--- config.mk ---
export PLATFORM = sky130hd
export DESIGN_NAME = seg7_frame_decoder
export DESIGN_NICKNAME = d
export VERILOG_FILES = /design/src/rtl/seg7_frame_decoder.sv
export SDC_FILE = /design/constraint.sdc
export NUM_CORES = 1
export LEC_CHECK = 0
export CORE_AREA = 5 5 81 83
export CTS_BUF_LIST = sky130_fd_sc_hd__clkbuf_8 sky130_fd_sc_hd__clkbuf_16
export CTS_CLUSTER_SIZE = 30
export DETAILED_ROUTE_END_ITERATION = 8
export DIE_AREA = 0 0 86 88
export PLACE_DENSITY_LB_ADDON = 0.12
export SLEW_MARGIN = 20
export SYNTH_ARGS = -nofsm -noshare
export SYNTH_HDL_FRONTEND = slang
export SYNTH_SLANG_ARGS = --single-unit
--- constraint.sdc ---
create_clock -name clk -period 3.2 [get_ports clk]
set_input_delay 0.32 -clock clk [delete_from_list [all_inputs] [get_ports clk]]
set_output_delay 0.32 -clock clk [all_outputs]
set_load 0.01 [all_outputs]
--- src/rtl/seg7_frame_decoder.sv ---
// seg7_frame_decoder
// Snoops a multiplexed 7-segment bus (segment lines plus digit enables) and
// recovers the displayed hex digits. Each digit position is captured once per
// stable period, decoded back to a nibble, and a whole frame is published once
// every position has been seen.
// Optional feature: define SEG7_DP_EN to add the decimal-point line (i_dp) to
// the snooped bus and publish the captured dp bits on o_dp with each frame.

module seg7_frame_decoder #(
    parameter int NUM_DIGITS    = 4,
    parameter int STABLE_CYCLES = 4
) (
    input  logic                    clk,
    input  logic                    rst_n,
    input  logic [6:0]              i_seg,
    input  logic [NUM_DIGITS-1:0]   i_an,
`ifdef SEG7_DP_EN
    input  logic                    i_dp,
    output logic [NUM_DIGITS-1:0]   o_dp,
`endif
    output logic [4*NUM_DIGITS-1:0] o_digits,
    output logic                    o_frame_valid,
    output logic                    o_frame_err,
    output logic [NUM_DIGITS-1:0]   o_seen
);

`ifdef SEG7_DP_EN
    localparam int SW = NUM_DIGITS + 8;
`else
    localparam int SW = NUM_DIGITS + 7;
`endif

    localparam logic [7:0] STABLE = 8'(STABLE_CYCLES);

    typedef enum logic {
        S_WAIT,
        S_HELD
    } state_t;

    state_t                  state;
    logic [SW-1:0]           bus_now;
    logic [SW-1:0]           smp;
    logic [7:0]              cnt;
    logic [7:0]              cnt_next;
    logic                    diff;
    logic                    capture;
    logic                    dec_ok;
    logic [3:0]              dec_nib;
    logic [4*NUM_DIGITS-1:0] dig_buf;
    logic [NUM_DIGITS-1:0]   err_buf;
`ifdef SEG7_DP_EN
    logic [NUM_DIGITS-1:0]   dp_buf;
`endif

    // Map a segment pattern back to its hex value; bit 4 flags a known pattern
    function automatic logic [4:0] decode(input logic [6:0] s);
        logic [4:0] r;
        case (s)
            7'h7E:   r = 5'h10;
            7'h30:   r = 5'h11;
            7'h6D:   r = 5'h12;
            7'h79:   r = 5'h13;
            7'h33:   r = 5'h14;
            7'h5B:   r = 5'h15;
            7'h5F:   r = 5'h16;
            7'h70:   r = 5'h17;
            7'h7F:   r = 5'h18;
            7'h7B:   r = 5'h19;
            7'h77:   r = 5'h1A;
            7'h1F:   r = 5'h1B;
            7'h4E:   r = 5'h1C;
            7'h3D:   r = 5'h1D;
            7'h4F:   r = 5'h1E;
            7'h47:   r = 5'h1F;
            default: r = 5'h00;
        endcase
        return r;
    endfunction

`ifdef SEG7_DP_EN
    assign bus_now = {i_dp, i_an, i_seg};
`else
    assign bus_now = {i_an, i_seg};
`endif

    // Work out the stability count this edge will load and whether it captures
    always_comb begin
        diff = (bus_now != smp);
        if (diff) begin
            cnt_next = 8'd1;
        end else if (cnt < STABLE) begin
            cnt_next = cnt + 8'd1;
        end else begin
            cnt_next = cnt;
        end
        capture = ((state == S_WAIT) || diff) && (cnt_next == STABLE) && $onehot(i_an);
        {dec_ok, dec_nib} = decode(i_seg);
    end

    // Register the bus every edge and track how long it has held its value
    always_ff @(posedge clk) begin
        if (!rst_n) begin
            smp <= '0;
            cnt <= 8'd0;
        end else begin
            smp <= bus_now;
            cnt <= cnt_next;
        end
    end

    // One capture per stable period: hold off until the bus changes again
    always_ff @(posedge clk) begin
        if (!rst_n) begin
            state <= S_WAIT;
        end else if (capture) begin
            state <= S_HELD;
        end else if (diff) begin
            state <= S_WAIT;
        end
    end

    // Collect decoded digits per position and publish the frame once all are seen
    always_ff @(posedge clk) begin
        if (!rst_n) begin
            dig_buf       <= '0;
            err_buf       <= '0;
            o_seen        <= '0;
            o_digits      <= '0;
            o_frame_valid <= 1'b0;
            o_frame_err   <= 1'b0;
`ifdef SEG7_DP_EN
            dp_buf        <= '0;
            o_dp          <= '0;
`endif
        end else begin
            o_frame_valid <= 1'b0;
            if (&o_seen) begin
                o_digits      <= dig_buf;
                o_frame_err   <= |err_buf;
                o_frame_valid <= 1'b1;
`ifdef SEG7_DP_EN
                o_dp          <= dp_buf;
`endif
            end
            for (int k = 0; k < NUM_DIGITS; k++) begin
                if (capture && i_an[k]) begin
                    dig_buf[4*k +: 4] <= dec_ok ? dec_nib : 4'h0;
                    err_buf[k]        <= ~dec_ok;
                    o_seen[k]         <= 1'b1;
`ifdef SEG7_DP_EN
                    dp_buf[k]         <= i_dp;
`endif
                end else if (&o_seen) begin
                    err_buf[k]        <= 1'b0;
                    o_seen[k]         <= 1'b0;
                end
            end
        end
    end

endmodule
==> results.toml <==
[power]
power_w = 0.00149
power_density_nw_per_um2 = 447
peakVddDrop_v = 0.000318
p_leak_nw = 1.35

[sta]
finClkSkew_ps = 9.40
rsz0062_at_grt = "no"
tightestPinTransition_ps = 635
clock.fmax_mhz = 336
slew_viol_final = 0
fin_crit_sh_pct = 93.0
relSlewSlack_pct = 57.2
setup_viol = 0
setup_ws_ps = 224
holdWs_ps = 454
period_needed_ps = 2980
hold_viol_final = 0

[global_routing]
grt_max_degree = 45
grt_pass1_vias = 2012
grtUsageTotal_pct = 16.0
grt_pass1_wl_um = 9520
antenna_found_initial = 0
grt.overflow.total = 0

[routing]
route.top_layer_used = "met4"
m1WireLength_um = 2820
drt_iter0_drc = 93
wire_per_inst_um = 13.6
wl_met3_um = 203
vias = 2082
drtPass1Iterations = 5
vias_per_cell = 5.13
wl_um = 5510
dr_wl_met2_um = 2370
drc_errors = 0
ant_nets = 0

[setup_path]
r2r-start = "cnt[0]$_SDFF_PN0_"
crit_required_ps = 3480
cp-start-kind = "input pin"
cp_max_fo = 4
crit_arrival_ps = 3250
path_class = "in2reg"
crit_path_end_kind = "flop"
cp-startpoint = "i_an[3]"

[logic_synthesis]
syn_area_um2 = 2700
synth_ff_type = "dfxtp_1"
syn_avg_cell_area_um2 = 9.35
async_flop_share_pct = 0
synth_edf_count = 0
synth_cell_types = 45
synthCells = 289
yosysTopAreaCellShare_pct = 45.9
synth_top_area_cell = "dfxtp_1"
yosysSeqAreaShare_pct = 45.9
ys_seq_elements = 62
ys_top_cells_by_area = "dfxtp_1, nand2_1, mux2i_1, a21boi_0, xnor2_1"
synth_fp_nets = 306
ys_warn_count = 0

[placed_design]
place_inst = 390
pre_cts_slack_ps = -530
placed_area_um2 = 3140
port_buffers = 34
place.gp.congestion = 0.805
dp_hpwl_um = 3830

[worst_hold_path]
hp-class = "reg2reg"
min_from = "state$_SDFFE_PN0P_"

[clock_tree]
clk_latency_ps = 340
h-tree-depth = 3
clockRootBuffer = "clkbuf_8"
clk_pin_slew_ps = 70
cts.sinks = 62
cts_post_setup_buffers_inserted = 0
cts_tree = "done"
cts.path.max_buffers = 2
numCtsBuffers = 9

[die]
pin_count = 35
die_h_um = 88
start_util_pct = 46.7
core.rowCount = 28
coreArea_um2 = 5780
die_x_um = 86
die_area_um2 = 7570

[layout]
area_delta_synth_final_pct = 23.6
diodes = 0
fin_nets = 343
stdcell_count = 406
drive_gt1_share_pct = 11.2
fin_area_um2 = 3340

[flow_run]
max_cap_violations = 0

[run_status]
status = "finished clean"
## cell type report
| class | count | area (um2) |
|---|---|---|
| fill | 545 | 2440 |
| multi-input combinational | 201 | 1380 |
| timing repair buffer | 45 | 423 |
| sequential | 62 | 1240 |
| inverter | 7 | 26.3 |
| tap | 75 | 93.8 |
| clock buffer | 10 | 138 |
| clock inverter | 6 | 37.5 |
## layer usage
layer	GRT usage, %	up-vias
met5	0	-
met4	9.06	0
met3	3.57	10
met2	23.1	36
met1	22.1	959
li1	-	1077
## sequential cells by signal, summed over array words and instances (netlist names)
register	count
dig_buf	16
o_digits	16
smp	11
cnt	8
err_buf	4
o_seen	4
o_frame_err	1
o_frame_valid	1
state	1
## worst max-delay path: stages
cell and delay [ps]:
dlygate4sd2_1 230, inv_2 50, fa_1 540, inv_1 50, ha_1 170, ha_1 260
or4b_1 470, a2111o_1 410, nor4_4 210, nor4b_4 360, a22o_1 190
## logic make-up after synthesis
kind of cell	Yosys count	synth area share, %
adder cells (fa/ha/maj)	4	2.13
buffers and inverters	26	3.71
flip-flops	62	45.9
AND/OR/NAND/NOR	124	25.8
AO/OA/AOI/OAI	42	11.6
multiplexers	17	6.30
XOR/XNOR	14	4.54
## path summary, 6_finish.rpt
| kind | end | slack (ps) | depth (start not counted) |
|---|---|---|---|
| setup / recovery | err_buf[1]$_SDFFE_PN0P_ | 220 | 11 |
| hold / removal | state$_SDFFE_PN0P_ | 450 | 2 |
| setup reg to reg | err_buf[1]$_SDFFE_PN0P_ | 810 | 6 |
| hold reg to reg | state$_SDFFE_PN0P_ | 450 | 2 |
## power by group
part	total [W]	switching [W]	internal, W
clock	0.000604	0.000305	0.000299
sequential	0.000783	0.00000398	0.000779
combinational	0.000106	0.0000558	0.0000503
total	0.00149	0.000365	0.00113
## cells in the mapped netlist (3+ instances only)
master and count:
clkbuf_1 16, o21ai_0 3, nand4_1 9, and2_1 13
a21boi_0 20, inv_1 7, or4_1 3, xnor2_1 14
nand2_2 4, nand2_1 56, a21boi_1 3, mux2i_1 17
and3_1 9, nand3_1 6, ha_1 3, dfxtp_1 62
a22o_1 4
## cells in the final DEF (no fill, tap or decap), types with 3 or more instances in the layout
cell,count
ha_1,3
a21boi_0,20
dlygate4sd2_1,3
mux2i_1,17
and3_1,9
nand2_4,4
inv_1,7
dfxtp_1,62
nand4_1,9
clkdlybuf4s50_1,31
a22o_1,4
a21boi_1,3
clkbuf_8,10
nand2_1,56
or4_1,3
xnor2_1,14
and2_1,13
o21ai_0,3
buf_4,10
nand3_1,6
## through the flow
step	utilization [%]	TNS [ps]
final	57.8	0
after global routing	57.8	0
after floorplan	-	0
after global placement	54.4	-8800
after detailed placement	54.4	-11260
after CTS	57.8	0
## timing repair
| item | in CTS | in global routing |
|---|---|---|
| gates resized for setup | 9 | 0 |
| pin swaps | 5 | 1 |
| cloned | 0 | 0 |
| hold endpoints to repair | 0 | 0 |
| endpoints found under the setup margin | 24 | 7 |
| hold buffers | 0 | 0 |
(Power assumes the default switching activity.)
